===== src/rtl/vec_cmd_imm_queue.sv =====
// Command/immediate queue pair feeding the vector sequencer.
// Commands that need an immediate are issued together with the oldest queued immediate.

// Generic ring-buffer FIFO. The write is qualified internally by push_rdy.
// Latency: a push is visible at head_dat and count one cycle after its edge.
// Backpressure: push_rdy = (count != DEPTH); the caller must only pop when count != 0.
module vec_cmd_imm_queue_fifo #(
  parameter int W     = 16,
  parameter int DEPTH = 4
) (
  input  logic                       clk,
  input  logic                       reset,
  input  logic                       push_vld,
  input  logic [W-1:0]               push_dat,
  output logic                       push_rdy,
  input  logic                       pop,
  output logic [W-1:0]               head_dat,
  output logic [$clog2(DEPTH):0]     count
);

  localparam int AW = $clog2(DEPTH);
  localparam int CW = AW + 1;

  logic [W-1:0]  mem [DEPTH];
  logic [AW-1:0] wr_ptr;
  logic [AW-1:0] rd_ptr;
  logic          push_fire;
  logic          pop_fire;

  // Full is judged on the registered count only, so a same-cycle pop never frees a slot.
  assign push_rdy  = (count != CW'(DEPTH));
  assign push_fire = push_vld && push_rdy;
  assign pop_fire  = pop && (count != '0);
  assign head_dat  = mem[rd_ptr];

  always_ff @(posedge clk) begin
    if (push_fire) begin
      mem[wr_ptr] <= push_dat;
    end
  end

  always_ff @(posedge clk or negedge reset) begin
    if (!reset) begin
      wr_ptr <= '0;
      rd_ptr <= '0;
      count  <= '0;
    end else begin
      if (push_fire) begin
        wr_ptr <= wr_ptr + AW'(1);
      end
      if (pop_fire) begin
        rd_ptr <= rd_ptr + AW'(1);
      end
      case ({push_fire, pop_fire})
        2'b10:   count <= count + CW'(1);
        2'b01:   count <= count - CW'(1);
        default: count <= count;
      endcase
    end
  end

endmodule

// Dual-queue responder: cmdq + ximm1q draining in order into one output register.
// Latency: push at edge N into an empty block -> io_deq_valid after edge N+1.
// Backpressure: per-queue ready from registered counts; output holds while io_deq_ready=0.
module vec_cmd_imm_queue #(
  parameter int CMD_W      = 16,
  parameter int IMM_W      = 32,
  parameter int CMDQ_DEPTH = 4,
  parameter int XIMM_DEPTH = 4
) (
  input  logic                          clk,
  input  logic                          reset,
  input  logic                          io_enq_cmdq_valid,
  input  logic [CMD_W-1:0]              io_enq_cmdq_bits,
  output logic                          io_enq_cmdq_ready,
  input  logic                          io_enq_ximm1q_valid,
  input  logic [IMM_W-1:0]              io_enq_ximm1q_bits,
  output logic                          io_enq_ximm1q_ready,
  output logic                          io_deq_valid,
  input  logic                          io_deq_ready,
  output logic [CMD_W-1:0]              io_deq_cmd,
  output logic [IMM_W-1:0]              io_deq_imm,
  output logic [$clog2(CMDQ_DEPTH):0]   io_cmdq_count,
  output logic [$clog2(XIMM_DEPTH):0]   io_ximm1q_count
);

  typedef struct packed {
    logic [CMD_W-1:0] cmd;
    logic [IMM_W-1:0] imm;
  } deq_ent_t;

  localparam logic [1:0] ST_IDLE     = 2'd0;
  localparam logic [1:0] ST_WAIT_IMM = 2'd1;
  localparam logic [1:0] ST_FULL     = 2'd2;

  logic [1:0]       state;
  logic [1:0]       state_nxt;
  logic [CMD_W-1:0] cmd_head;
  logic [IMM_W-1:0] imm_head;
  logic             cmd_pop;
  logic             imm_pop;
  logic             load;
  logic             eval;
  deq_ent_t         ld_ent;
  deq_ent_t         out_q;

  vec_cmd_imm_queue_fifo #(
    .W     (CMD_W),
    .DEPTH (CMDQ_DEPTH)
  ) u_cmdq (
    .clk      (clk),
    .reset    (reset),
    .push_vld (io_enq_cmdq_valid),
    .push_dat (io_enq_cmdq_bits),
    .push_rdy (io_enq_cmdq_ready),
    .pop      (cmd_pop),
    .head_dat (cmd_head),
    .count    (io_cmdq_count)
  );

  vec_cmd_imm_queue_fifo #(
    .W     (IMM_W),
    .DEPTH (XIMM_DEPTH)
  ) u_ximm1q (
    .clk      (clk),
    .reset    (reset),
    .push_vld (io_enq_ximm1q_valid),
    .push_dat (io_enq_ximm1q_bits),
    .push_rdy (io_enq_ximm1q_ready),
    .pop      (imm_pop),
    .head_dat (imm_head),
    .count    (io_ximm1q_count)
  );

  // The load rule runs whenever the output register is free or being drained this cycle.
  assign eval = (state != ST_FULL) || io_deq_ready;

  always_comb begin
    state_nxt  = state;
    cmd_pop    = 1'b0;
    imm_pop    = 1'b0;
    load       = 1'b0;
    ld_ent.cmd = cmd_head;
    ld_ent.imm = '0;
    if (eval) begin
      if (io_cmdq_count == '0) begin
        state_nxt = ST_IDLE;
      end else if (!cmd_head[CMD_W-1]) begin
        cmd_pop   = 1'b1;
        load      = 1'b1;
        state_nxt = ST_FULL;
      end else if (io_ximm1q_count != '0) begin
        cmd_pop    = 1'b1;
        imm_pop    = 1'b1;
        load       = 1'b1;
        ld_ent.imm = imm_head;
        state_nxt  = ST_FULL;
      end else begin
        state_nxt = ST_WAIT_IMM;
      end
    end
  end

  always_ff @(posedge clk or negedge reset) begin
    if (!reset) begin
      state <= ST_IDLE;
      out_q <= '0;
    end else begin
      state <= state_nxt;
      if (load) begin
        out_q <= ld_ent;
      end
    end
  end

  // Payload keeps its last value after draining; only valid drops.
  assign io_deq_valid = (state == ST_FULL);
  assign io_deq_cmd   = out_q.cmd;
  assign io_deq_imm   = out_q.imm;

endmodule


===== config.mk =====
export PLATFORM = sky130hd
export DESIGN_NAME = vec_cmd_imm_queue
export DESIGN_NICKNAME = d
export VERILOG_FILES = /design/src/rtl/vec_cmd_imm_queue.sv
export SDC_FILE = /design/constraint.sdc
export NUM_CORES = 1
export LEC_CHECK = 0
export ABC_AREA = 1
export ABC_CLOCK_PERIOD_IN_PS = 3000
export BUFFER_PORTS_ARGS = -buffer_cell sky130_fd_sc_hd__buf_4
export CAP_MARGIN = 25
export CORE_MARGIN = 5
export CORE_UTILIZATION = 58
export CTS_BUF_LIST = sky130_fd_sc_hd__clkbuf_8 sky130_fd_sc_hd__clkbuf_16
export DETAILED_ROUTE_END_ITERATION = 12
export HOLD_SLACK_MARGIN = 0.08
export PLACE_DENSITY = 0.9
export RECOVER_POWER = 25
export SLEW_MARGIN = 5
export SYNTH_ARGS = -nofsm -noshare
export SYNTH_HDL_FRONTEND = slang
export SYNTH_SLANG_ARGS = --single-unit

===== constraint.sdc =====
create_clock -name clk -period 3 [get_ports clk]
set_clock_uncertainty 0.1 [all_clocks]
set_input_delay 0.15 -clock clk [delete_from_list [all_inputs] [get_ports clk]]
set_output_delay 0.15 -clock clk [all_outputs]
set_load 0.02 [all_outputs]

==> metrics <==
combinational family with the most area after synthesis=simple AND/OR/NAND/NOR gates; cell area power density=1043 mW/mm^2; initial antenna violation count=2; first-pass detailed-route iteration total=5; outcome=completed; total track usage=around 22%; Crit path arrival time=2650 ps; VDD IR-drop max=between 0.6 and 0.7 mV; maxcap violations=0; syn_area_per_cell=~12 um^2; Mapped Nets=approximately 870; Die Y=about 140 um; fraction of synthesized cell area in xor and xnor cells=0.7011%; Root Driver=clkbuf_16; Yosys cell types=24; # Post-CTS Setup Buffers=0; largest net degree at the start of global routing=67; Reg clk slew, reported paths=60 ps; CTS Buffer Depth=3; switching part of the total power=36.66%; Slew @ Worst Pin=888.1 ps; Clk pwr share=between 20% and 30%; Worst slew margin=40.79%; Power Total=approximately 0.013 W; Setup CP Type=register to register; Leakage=a little under 5 nW; die area=0.01995 mm^2; P_int=about 0.008 W; Wirelength per Cell=17.88 um; NetSw=0.004648 W; Hold Slack=188.9 ps; vias in the first global route=roughly 7000; Slew Viols, Final=0; Critical Path Slowest Stage Cell=fa_1; FP Rows=48; final worst path period need=2372 ps; clk sinks=256; Worst Path Required=~3300 ps; total wire length=21780 um; gr ovfl total=0; crit path max fanout=18; FF-to-FF path depth=12; first-pass GRT wire length=roughly 35000 um; Clk Latency, worst-skew pair=510 ps; Yosys warning count=0; RSZ-0062 raised after global routing=false; Starting Density=58.38%; Worst R2R End=u_cmdq.count[2]; I/O Buffers=109; Final ANT Viol Nets=0; Hold Path Class=primary input to register; Core Box Area=0.01712 mm^2; routability-driven placement congestion ratio=0.7620; register share of total power=between 40% and 50%; Placed Area=roughly 0.011 mm^2; fraction of layout cells with a size suffix above 1=between 10% and 20%; Via density=roughly 5.4; setup violators final=0; placed cells=1120; simple-gate area share of the yosys netlist=13.07%; CP Cell Sequence=inv_1, nand3_1, nand2_1, inv_2, nand2_2, inv_1, ha_1, inv_1, fa_1, a21oi_1, o21ai_0, xor2_1; critical path startpoint=u_cmdq.count[1]; chip width=141.3 um; dpl hpwl=12580 um; H-tree levels=1; CP max stage delay=380 ps; cell taking the most area after synthesis=edfxtp_1; top cells by area, synth=edfxtp_1 58%, dfrtp_1 16%, nand2_1 6.0%; mux cell area share after synthesis=0%; sequential share of the synthesized area=73.72%; complex-gate fraction of the synthesized area=7.099%; fin cells=1218; Worst Setup EP=u_cmdq.count[2]; Post-Synth Adder-Cell Area=1.653%; Combinational Power Share=36.1%; Initial DRC Count=459; Synth top area share=57.69%; cell mode on critical path=inv_1; io pins=110; synthesis-to-layout area growth=21.57%; R2R Path Start=u_cmdq.count[1]; cell area after layout=approximately 0.012 mm^2; #FFs+latches synth=256; Final TNS setup=0 ps; CTS tree=done; Syn Inst Count=approximately 800; Residual DRC=0; R2R Setup Slk=about 630 ps; NumNets Final=1038; CTS Buf Count=25; area of the mapped netlist=0.009993 mm^2; critical path capture point type=register; Via Count=6612; Final Hold Fails=0; Fmax=about 420 MHz; Setup crit start kind=register; Final period util=79.06%
area by class of cell:
cell class | instances | area, um^2
fill | 1135 | 4967
clock buffer | 27 | 653.1
timing repair buffer | 178 | 1321
antenna | 2 | 5.005
sequential | 256 | 7368
inverter | 29 | 116.4
clock inverter | 18 | 122.6
tap | 225 | 281.5
multi-input combinational | 483 | 2281
kinds of logic after synthesis:
family          count (synthesis)
fa+ha+maj                      12
buf+inv                        70
flops                         256
compound gates                134
xor+xnor                        8
simple gates                  329
layer usage:
layer / track usage (%) / vias to the layer above / wire [um]
met5: 0 / - / 0
met4: 6.782 / 0 / 410
met3: 3.303 / 41 / 1425
met2: 40.58 / 265 / 11820
met1: 26.60 / 3202 / 8131
li1: - / 3104 / -
worst max-delay path, delay by kind of cell, from the launching register on:
family | cells | cell delay (ps)
buf+inv | 4 | 540
fa+ha+maj | 2 | 540
flops | 1 | 370
simple gates | 3 | 300
compound gates | 2 | 250
xor+xnor | 1 | 150
registers in the layout (all words and copies together) (netlist names):
register         flops
u_ximm1q.count       3
state                2
u_ximm1q.wr_ptr      2
io_deq_imm          32
io_deq_cmd          16
u_cmdq.count         3
u_cmdq.rd_ptr        2
u_ximm1q.mem       128
u_ximm1q.rd_ptr      2
u_cmdq.wr_ptr        2
u_cmdq.mem          64
worst min-delay path by stage:
stage	start	to	slack (ps)	cells past startpoint
global route	io_enq_ximm1q_valid	u_ximm1q.wr_ptr[0]	240	3
CTS	io_enq_ximm1q_valid	u_ximm1q.wr_ptr[1]	190	4
detailed placement	reset	io_deq_imm[10]	240	1
floorplan	reset	io_deq_cmd[0]	-250	0
finish	io_enq_ximm1q_valid	u_ximm1q.wr_ptr[1]	190	4
global placement	reset	io_deq_imm[10]	210	1
through the flow:
step	setup slack [ps]	util, %
finish	628.1	70.98
floorplan	47.80	-
detailed placement	682.1	64.27
CTS	626.0	71.78
global route	412.8	70.98
global placement	746.9	64.27
synthesized netlist by cell type:
cell and number:
xor2_1 6, clkbuf_1 14, inv_4 1, nand2_2 2, a21oi_1 5, dfrtp_1 64, nor2_8 1, buf_2 15
fa_1 2, o21ai_0 98, nor2_2 1, inv_1 26, buf_6 11, ha_1 10, nand3_2 3, nand2_1 161
inv_6 1, o22ai_1 31, edfxtp_1 192, xnor2_1 2, inv_2 1, buf_4 1, nand3_1 23, nor2_1 138
placed cells by master (no fill, tap or decap), drive strengths merged:
| master | netlist | layout |
|---|---|---|
| dfrtp | 64 | 64 |
| edfxtp | 192 | 192 |
| o22ai | 31 | 31 |
| nand3 | 26 | 26 |
| xor2 | 6 | 6 |
| dlygate4sd3 | 0 | 51 |
| nor2 | 140 | 140 |
| nand2 | 163 | 163 |
| a21oi | 5 | 5 |
| xnor2 | 2 | 2 |
| o21ai | 98 | 98 |
| clkinv | 0 | 4 |
| bufinv | 0 | 2 |
| ha | 10 | 10 |
| clkbuf | 14 | 65 |
| diode | 0 | 2 |
| buf | 27 | 89 |
| inv | 29 | 41 |
| fa | 2 | 2 |
power groups by stage:
stage	Combinational, W	Sequential (W)	Clock [W]
after floorplan	0.00278	0.00551	0
after global placement	0.00432	0.00516	0
after detailed placement	0.00454	0.00521	0
after CTS	0.00462	0.00515	0.00298
after global routing	0.00510	0.00524	0.00314
final	0.00457	0.00516	0.00294
repair_timing:
action                                  4_1_cts  5_1_grt
endpoints found under the setup margin        0        0
resized for setup                             0        0
hold buffers                                 51        0
endpoints found under the hold margin       260        0
(Power assumes the default switching activity.)
